===== src/rtl/kpg_pkg.sv =====
// Shared KPG code types, combine rule and pipeline sizing for the prefix adder.
package kpg_pkg;

    typedef logic [1:0] kpg_t;

    localparam kpg_t KPG_KILL = 2'b00;
    localparam kpg_t KPG_PROP = 2'b01;
    localparam kpg_t KPG_GEN  = 2'b10;

    // hi wins unless it propagates; the illegal 11 code behaves as GEN
    function automatic kpg_t kpg_combine(input kpg_t hi, input kpg_t lo);
        kpg_t r;
        if (hi == KPG_PROP) begin
            r = lo;
        end else if (hi == KPG_KILL) begin
            r = KPG_KILL;
        end else begin
            r = KPG_GEN;
        end
        return r;
    endfunction

    function automatic int unsigned kpg_ngrp(input int unsigned width, input int unsigned reg_every);
        int unsigned lvls;
        lvls = $clog2(width);
        return (lvls + reg_every - 1) / reg_every;
    endfunction

endpackage


===== src/rtl/kpg_prefix_adder_pipe_cell.sv =====
// Single KPG combine cell of the prefix network.
module kpg_cell
    import kpg_pkg::*;
(
    input  kpg_t hi,
    input  kpg_t lo,
    output kpg_t y
);

    assign y = kpg_combine(hi, lo);

endmodule


===== src/rtl/kpg_prefix_adder_pipe.sv =====
// Pipelined Kogge-Stone adder/subtractor with a combinational valid/ready chain.
module kpg_prefix_adder_pipe
    import kpg_pkg::*;
#(
    parameter int unsigned WIDTH     = 16,
    parameter int unsigned REG_EVERY = 1
) (
    input  logic             clk,
    input  logic             rst,
    input  logic             in_valid,
    output logic             in_ready,
    input  logic [WIDTH-1:0] a,
    input  logic [WIDTH-1:0] b,
    input  logic             sub,
    input  logic             cin,
    output logic             out_valid,
    input  logic             out_ready,
    output logic [WIDTH-1:0] sum,
    output logic             cout,
    output logic             ovf
);

    localparam int unsigned L    = $clog2(WIDTH);
    localparam int unsigned NGRP = kpg_ngrp(WIDTH, REG_EVERY);
    // code stages 0..NGRP plus the output register
    localparam int unsigned NSTG = NGRP + 2;

    logic [NSTG-1:0]  v;
    logic [NSTG:0]    rdy;
    logic [NSTG-1:0]  vin;

    // Index 0 is the virtual carry-in bit; index i+1 is operand bit i
    kpg_t [WIDTH:0]   code_q [NGRP+1];
    logic [WIDTH-1:0] p_q    [NGRP+1];
    logic [NGRP:0]    am_q;
    logic [NGRP:0]    bm_q;
    kpg_t [WIDTH:0]   grp_out [NGRP];

    logic [WIDTH-1:0] bi;
    kpg_t [WIDTH:0]   code_in;
    logic [WIDTH-1:0] carry;
    logic [WIDTH-1:0] sum_nxt;
    kpg_t             top_code;
    logic             ovf_nxt;
    logic [WIDTH-1:0] sum_q;
    logic             cout_q;
    logic             ovf_q;

    // Ready ripples back from the sink; an empty stage always accepts
    always_comb begin
        rdy       = '0;
        rdy[NSTG] = out_ready;
        for (int s = int'(NSTG) - 1; s >= 0; s--) begin
            rdy[s] = ~v[s] | rdy[s+1];
        end
    end

    assign vin       = {v[NSTG-2:0], in_valid};
    assign in_ready  = rdy[0];
    assign out_valid = v[NSTG-1];
    assign sum       = sum_q;
    assign cout      = cout_q;
    assign ovf       = ovf_q;

    always_comb begin
        bi         = b ^ {WIDTH{sub}};
        code_in    = '0;
        code_in[0] = (sub | cin) ? KPG_GEN : KPG_KILL;
        for (int i = 0; i < int'(WIDTH); i++) begin
            if (a[i] & bi[i]) begin
                code_in[i+1] = KPG_GEN;
            end else if (a[i] ^ bi[i]) begin
                code_in[i+1] = KPG_PROP;
            end else begin
                code_in[i+1] = KPG_KILL;
            end
        end
    end

    for (genvar g = 0; g < int'(NGRP); g++) begin : grp
        for (genvar m = 0; m < int'(REG_EVERY); m++) begin : lvl
            localparam int unsigned K = g * REG_EVERY + m;
            kpg_t [WIDTH:0] lin;
            kpg_t [WIDTH:0] lout;
            if (m == 0) begin : src_reg
                assign lin = code_q[g];
            end else begin : src_lvl
                assign lin = lvl[m-1].lout;
            end
            for (genvar j = 0; j <= int'(WIDTH); j++) begin : pos
                if (K < L && j >= (1 << K)) begin : cmb
                    kpg_cell u_cell (
                        .hi (lin[j]),
                        .lo (lin[j-(1<<K)]),
                        .y  (lout[j])
                    );
                end else begin : pass
                    assign lout[j] = lin[j];
                end
            end
        end
        assign grp_out[g] = lvl[REG_EVERY-1].lout;

        always_ff @(posedge clk) begin
            if (v[g] && rdy[g+1]) begin
                code_q[g+1] <= grp_out[g];
                p_q[g+1]    <= p_q[g];
                am_q[g+1]   <= am_q[g];
                bm_q[g+1]   <= bm_q[g];
            end
        end
    end

    always_ff @(posedge clk) begin
        if (in_valid && rdy[0]) begin
            code_q[0] <= code_in;
            p_q[0]    <= a ^ bi;
            am_q[0]   <= a[WIDTH-1];
            bm_q[0]   <= bi[WIDTH-1];
        end
    end

    // Position WIDTH spans bits 0..WIDTH-1 only, so fold the virtual bit in for cout
    always_comb begin
        for (int i = 0; i < int'(WIDTH); i++) begin
            carry[i] = code_q[NGRP][i][1];
        end
        sum_nxt  = p_q[NGRP] ^ carry;
        top_code = kpg_combine(code_q[NGRP][WIDTH], code_q[NGRP][0]);
        ovf_nxt  = (am_q[NGRP] == bm_q[NGRP]) & (sum_nxt[WIDTH-1] != am_q[NGRP]);
    end

    always_ff @(posedge clk or posedge rst) begin
        if (rst) begin
            v      <= '0;
            sum_q  <= '0;
            cout_q <= 1'b0;
            ovf_q  <= 1'b0;
        end else begin
            v <= (vin & rdy[NSTG-1:0]) | (v & ~rdy[NSTG-1:0]);
            if (rdy[NSTG-1] && v[NSTG-2]) begin
                sum_q  <= sum_nxt;
                cout_q <= top_code[1];
                ovf_q  <= ovf_nxt;
            end
        end
    end

endmodule


===== config.mk =====
export PLATFORM = sky130hd
export DESIGN_NAME = kpg_prefix_adder_pipe
export DESIGN_NICKNAME = d
export VERILOG_FILES = /design/src/rtl/kpg_pkg.sv /design/src/rtl/kpg_prefix_adder_pipe_cell.sv /design/src/rtl/kpg_prefix_adder_pipe.sv
export SDC_FILE = /design/constraint.sdc
export NUM_CORES = 1
export LEC_CHECK = 0
export ABC_AREA = 0
export BUFFER_PORTS_ARGS = -buffer_cell sky130_fd_sc_hd__clkbuf_2
export CORE_MARGIN = 2
export CORE_UTILIZATION = 60
export CTS_CLUSTER_DIAMETER = 100
export DETAILED_ROUTE_END_ITERATION = 10
export PLACE_DENSITY_LB_ADDON = 0.08
export SETUP_SLACK_MARGIN = 0.15
export SLEW_MARGIN = 20
export SYNTH_ARGS = -nofsm -noshare
export SYNTH_HDL_FRONTEND = slang
export SYNTH_SLANG_ARGS = --single-unit

===== constraint.sdc =====
create_clock -name clk -period 8.7 [get_ports clk]
set_input_delay 0.87 -clock clk [delete_from_list [all_inputs] [get_ports clk]]
set_output_delay 0.87 -clock clk [all_outputs]
set_load 0.005 [all_outputs]

==> qor.yml, run 1 <==
cells_and_area:
  num-fill-cells: 997
  synthToLayoutAreaGrowth_pct: 15.2
  diodes: 0
  finalNetCount: 637
  layout-drive-gt1-share: 0.182
  seqCellArea_um2: 7480
  fin_util: 0.701
  multiInputGateArea_um2: 1670
  fin_cells: 788
critical_path:
  path_max_fanout: 22
  critPathKind: "flop to output pin"
  critical-path-max-stage-delay_ns: 0.78
  critPathArrivalTime_ns: 2.35
  r2r_end: "code_q[0][8]$_SDFFCE_PP0P_"
  cp_cell_sequence: "and4b_1 > and3_1 > nand2_1 > clkbuf_2"
  worstSetupEndpointType: "output pin"
  cp_slowest_cell: "dfrtp_1"
  rr_worst_depth: 4
  reg2reg_slack_ns: 6.22
  crit_required_ns: 7.83
  cp-start-kind: "flop"
grt:
  grt_use_total: 0.163
  grt_pass1_vias: 4191
  antenna_found_initial: 0
  grt_max_degree: 52
  grt_pass1_wl_um: 20900
  globalRouteOverflowTotal: 0
routing:
  routed_wirelength_um: 12700
  drc_errors: 0
  vias: 4161
  drt_iter0_markers: 351
  wl_per_cell_um: 16.1
  via_per_inst: 5.28
  dr.pass1.iters: 4
  ant_nets: 0
power_and_ir_drop:
  p_leak_nw: 4.12
  power.total_w: 0.00304
  p_per_area_nw_per_um2: 288
  ir_drop_mv: 0.177
floorplanning:
  core_um2: 15000
  die_w_um: 128
  die_h_um: 128
  row_count: 45
  fp.dieArea_um2: 16300
  initial_core_util: 0.609
  ioPinCount: 58
clock_tree:
  clk_latency_ns: 0.50
  cts_resized: 0
  cts_setup_buffers: 0
  cts-buffers-inserted: 25
  cts_max_path_buffers: 3
  clk_pin_slew_ns: 0.06
  cts_sinks: 253
  root_buffer: "clkbuf_16"
  cts_hold_buffers: 0
  cts_tree: "done"
  cts.htree.levels: 1
logic_synthesis:
  synth_area_leaders: "edfxtp_1 (75%), dfrtp_1 (6.6%), a21o_1 (4.6%)"
  synth-edff-count: 229
  synth_flop_cell: "edfxtp_1"
  synthTopCellsByCount: "edfxtp_1 (229), a21o_1 (56), a21oi_1 (35)"
  synthCells: 502
  synth_area_um2: 9150
  seq_area_frac_synth: 0.817
  yosysMostFrequentCell: "edfxtp_1"
  ys_ff_latch: 253
  synth-warning-count: 0
  ys_types: 25
  synth_nets: 556
  synth_top_area_share: 0.751
  yosys.area.top_type: "edfxtp_1"
  async_reset_ff_frac: 0.0949
  syn_area_per_cell_um2: 18.2
worst_hold_path:
  hold_class: "flop to flop"
  hold_start: "am_q[2]$_DFFE_PP_"
  worstHoldPathCells: 0
  whs_endpoint: "am_q[3]$_DFFE_PP_"
place:
  placed_cells_incl_taps: 742
  dpl.hpwl_um: 8420
  port_buffers: 57
  place.gp.congestion: 0.745
timing:
  worstMarginPinSlew_ns: 0.876
  max_freq_mhz: 310
  hold_viol: 0
  slew-limit-headroom: 0.415
  rsz0062_at_grt: "false"
  finalCriticalPeriod_ns: 3.22
  fin_worst_skew_ns: 0.00717
  tns_ns: 0
  finalCritPeriodShare: 0.370
  slew_violations: 0
  setup_viol: 0
job:
  drv_cap: 0
run_status:
  outcome: "finished, final reports clean"
## how the worst max path moves through the flow
stage | cells after the start | from | slack, ns | end
4_1_cts | 4 | flop | 5.46 | in_ready
6_report | 4 | flop | 5.48 | in_ready
3_5_place_dp | 5 | out_ready | 5.84 | in_ready
5_1_grt | 4 | flop | 5.30 | in_ready
3_3_place_gp | 5 | out_ready | 5.84 | in_ready
2_1_floorplan | 3 | out_ready | 3.11 | am_q[0]$_DFFE_PP_
## registers in the layout (all words and copies together) (netlist names), named ones only
signal  cells
p_q        80
cout        1
am_q        5
bm_q        5
ovf         1
sum        16
code_q    139
## where the power goes
group,switching [W],total [W],internal [W]
Clock,0.000406,0.00104,0.000634
Sequential,0.000107,0.00171,0.00160
Combinational,0.000156,0.000289,0.000133
Total,0.000669,0.00304,0.00237
## layout make-up
class,count,share of cell area
Clock inverter,10,0.0120
Timing Repair Buffer,62,0.0337
Inverter,1,0.000356
Tap cell,188,0.0223
Clock buffer,34,0.0644
Multi-Input combinational cell,240,0.158
Sequential cell,253,0.709
## per-stage QoR
stage	instance area, µm²	setup WS, ns	hold WS, ns
after floorplan	9150	3.11	0.400
after global routing	10500	5.30	0.424
final	10500	5.48	0.414
after CTS	10500	5.46	0.417
after detailed placement	9690	5.84	0.405
after global placement	9690	5.84	0.403
## critical path, delay by kind of cell, from the launching register on
family / cells / cell delay (ns)
flip-flops: 1 / 0.78
AND/OR/NAND/NOR: 3 / 0.96
buffers and inverters: 1 / 0.11
## per-layer routing
metal,vias to the layer above,global-route usage,part of all wire
li1,2048,-,-
met1,2005,0.226,0.45
met2,88,0.267,0.49
met3,20,0.0260,0.037
met4,0,0.0562,0.017
met5,-,0,0
## placed cells by master (no fill, tap or decap), drive strengths merged
cell,Yosys,final
and3b,10,10
buf,5,5
bufinv,0,3
nor2b,19,19
nor2,29,29
ha,16,16
or2,3,3
clkbuf,3,91
and4b,1,1
dfrtp,24,24
xnor2,15,15
and3,1,1
a21oi,35,35
xor2,17,17
edfxtp,229,229
clkinvlp,0,1
mux2,1,1
a21o,56,56
a21boi,3,3
and2,2,2
mux2i,1,1
nand2b,2,2
clkinv,0,6
inv,1,1
nand2,29,29
## cells by family after synthesis
kind of cell | synth area share
compound gates | 0.0675
xor+xnor | 0.0306
fa+ha+maj | 0.0219
buf+inv | 0.00642
flops | 0.817
mux | 0.00273
simple gates | 0.0540
(Power assumes the default switching activity.)
==> inputs of run 2 (changes only) <==
--- a/config.mk
+++ b/config.mk
@@ -5,10 +5,10 @@
 export SDC_FILE = /design/constraint.sdc
 export NUM_CORES = 1
 export LEC_CHECK = 0
-export ABC_AREA = 0
+export ABC_AREA = 1
 export BUFFER_PORTS_ARGS = -buffer_cell sky130_fd_sc_hd__clkbuf_2
 export CORE_MARGIN = 2
-export CORE_UTILIZATION = 60
+export CORE_UTILIZATION = 54
 export CTS_CLUSTER_DIAMETER = 100
 export DETAILED_ROUTE_END_ITERATION = 10
 export PLACE_DENSITY_LB_ADDON = 0.08
==> constraint.sdc (replaced) <==
create_clock -name clk -period 2.63 [get_ports clk]
set_input_delay 0.263 -clock clk [delete_from_list [all_inputs] [get_ports clk]]
set_output_delay 0.263 -clock clk [all_outputs]
set_load 0.005 [all_outputs]
==> qor.yml, run 2 <==
cells_and_area:
  finalNetCount: 735
  synthToLayoutAreaGrowth_pct: 14.5
  num-fill-cells: 1224
  final_cell_mix: "edfxtp_1 (229), inv_1 (103), clkbuf_2 (57)"
  largest_reg_flops: 139
  regMostFlops: "code_q"
  final_common_cell: "edfxtp_1"
  layout-drive-gt1-share: 0.142
  fin_util: 0.635
  diodes: 0
routing:
  dr.pass1.iters: 5
  top_layer: "met4"
  wl_per_cell_um: 13.1
  routed_wirelength_um: 12000
  vias: 4304
  met3WireLength_um: 604
  drc_errors: 0
  ant_nets: 0
  wl_met1_um: 5700
  wl_met2_um: 5500
  drt_iter0_markers: 274
  via_per_inst: 4.69
worst_hold_path:
  hold_class: "input port to flop"
floorplanning:
  fp.dieArea_um2: 18200
  initial_core_util: 0.555
  ioPinCount: 58
  core_um2: 16700
  die_h_um: 135
  die_w_um: 135
  row_count: 47
logic_synthesis:
  seq_area_frac_synth: 0.807
  syn_area_per_cell_um2: 15.6
  synth_nets: 648
  synth_area_um2: 9260
  synth_top_area_share: 0.743
  synth-edff-count: 229
  yosysMostFrequentCell: "edfxtp_1"
  synthTopCellsByCount: "edfxtp_1 (229), inv_1 (104), nand2_1 (54)"
  synth_flop_cell: "edfxtp_1"
  yosys.area.top_type: "edfxtp_1"
  ys_types: 21
  synth-warning-count: 0
  synthCells: 594
  async_reset_ff_frac: 0.0949
  ys_ff_latch: 253
  synth_area_leaders: "edfxtp_1 (74%), dfrtp_1 (6.5%), inv_1 (4.2%)"
power_and_ir_drop:
  ir_drop_mv: 0.545
  p_leak_nw: 4.24
  p_per_area_nw_per_um2: 910
timing:
  fin_worst_skew_ns: 0.0115
  slew-limit-headroom: 0.408
  finalCriticalPeriod_ns: 1.71
  slew_violations: 0
  hold_viol: 0
  setup_viol: 0
  max_freq_mhz: 586
  rsz0062_at_grt: "false"
  tns_ns: 0
  worstMarginPinSlew_ns: 0.887
  finalCritPeriodShare: 0.649
run_status:
  outcome: "finished, final reports clean"
critical_path:
  path_max_fanout: 50
  critPathArrivalTime_ns: 1.83
  crit_required_ns: 2.76
  worstSetupEndpointType: "flop"
  cp_slowest_cell: "buf_4"
  critPathKind: "flop to flop"
  cp-start-kind: "flop"
  cp_cell_sequence: "nand4_1 > nor2_1 > a21oi_4 > buf_4"
  critical-path-max-stage-delay_ns: 0.49
clock_tree:
  cts_resized: 0
  cts.htree.levels: 1
  clk_pin_slew_ns: 0.06
  cts_hold_buffers: 3
  clk_latency_ns: 0.50
  cts-buffers-inserted: 25
  root_buffer: "clkbuf_16"
  cts_sinks: 253
  cts_setup_buffers: 0
  cts_max_path_buffers: 3
  cts_tree: "done"
grt:
  grt_use_total: 0.142
  antenna_found_initial: 0
  grt_pass1_wl_um: 20700
  globalRouteOverflowTotal: 0
  grt_pass1_vias: 4300
  grt_max_degree: 51
place:
  dpl.hpwl_um: 8400
  port_buffers: 57
  place.gp.congestion: 0.760
job:
  drv_cap: 0
-- run 2: cell type report --
class,instances,area [µm²],share of cell area
multi-input cells,232,1370,0.129
inverters,104,390,0.0368
clock inverters,8,38.8,0.00366
repair buffers,65,365,0.0345
flip-flops and latches,253,7480,0.705
clock buffers,36,687,0.0648
well taps,220,275,0.0260
-- run 2: worst paths after layout --
check | end | cells past startpoint | from | slack [ns]
min in group asynchronous | sum[11]$_DFFE_PP0P_ | 3 | rst | 0.48
worst max register to register | code_q[0][51]$_DFFE_PP_ | 4 | flop | 0.92
max in group asynchronous | sum[4]$_DFFE_PP0P_ | 3 | rst | 1.60
worst min-delay path | code_q[0][1]$_DFFE_PP_ | 2 | cin | 0.02
worst min register to register | p_q[0][53]$_DFFE_PP_ | 0 | p_q[0][37]$_DFFE_PP_ | 0.41
worst max-delay path | code_q[0][51]$_DFFE_PP_ | 4 | flop | 0.92
-- run 2: worst max-delay path, delay by kind of cell (launching register included) --
kind / cells / cell delay [ns]
AO/OA/AOI/OAI: 1 / 0.13
buffers and inverters: 1 / 0.49
flip-flops: 1 / 0.41
AND/OR/NAND/NOR: 2 / 0.28
-- run 2: cells by family after synthesis --
logic type / count (synthesis) / share of synthesized area
AO/OA/AOI/OAI: 65 / 0.0396
flip-flops: 253 / 0.807
AND/OR/NAND/NOR: 119 / 0.0542
buffers and inverters: 109 / 0.0470
adder cells (fa/ha/maj): 16 / 0.0216
XOR/XNOR: 32 / 0.0303
-- run 2: per-stage QoR --
| step | total power [W] | cell area [µm²] | hold WS (ns) | setup slack [ns] | std cells |
|---|---|---|---|---|---|
| floorplan | 0.00622 | 9280 | 0.278 | 0.321 | 594 |
| global placement | 0.00659 | 9850 | 0.406 | 0.937 | 871 |
| detailed placement | 0.00664 | 9850 | 0.405 | 0.907 | 871 |
| CTS | 0.00977 | 10600 | 0.00849 | 0.898 | 918 |
| global route | 0.0101 | 10600 | 0.0134 | 0.762 | 918 |
| finish | 0.00965 | 10600 | 0.0236 | 0.924 | 918 |
-- run 2: layer usage --
layer	GRT usage	vias to the layer above
met3	0.0282	21
met2	0.226	80
met5	0	-
met1	0.202	1973
met4	0.0428	0
li1	-	2230
-- run 2: power breakdown --
| part | switching, W | leakage (nW) | internal (W) |
|---|---|---|---|
| combinational | 0.000588 | 1.36 | 0.000383 |
| sequential | 0.000284 | 2.53 | 0.00528 |
| clock | 0.00132 | 0.347 | 0.00180 |
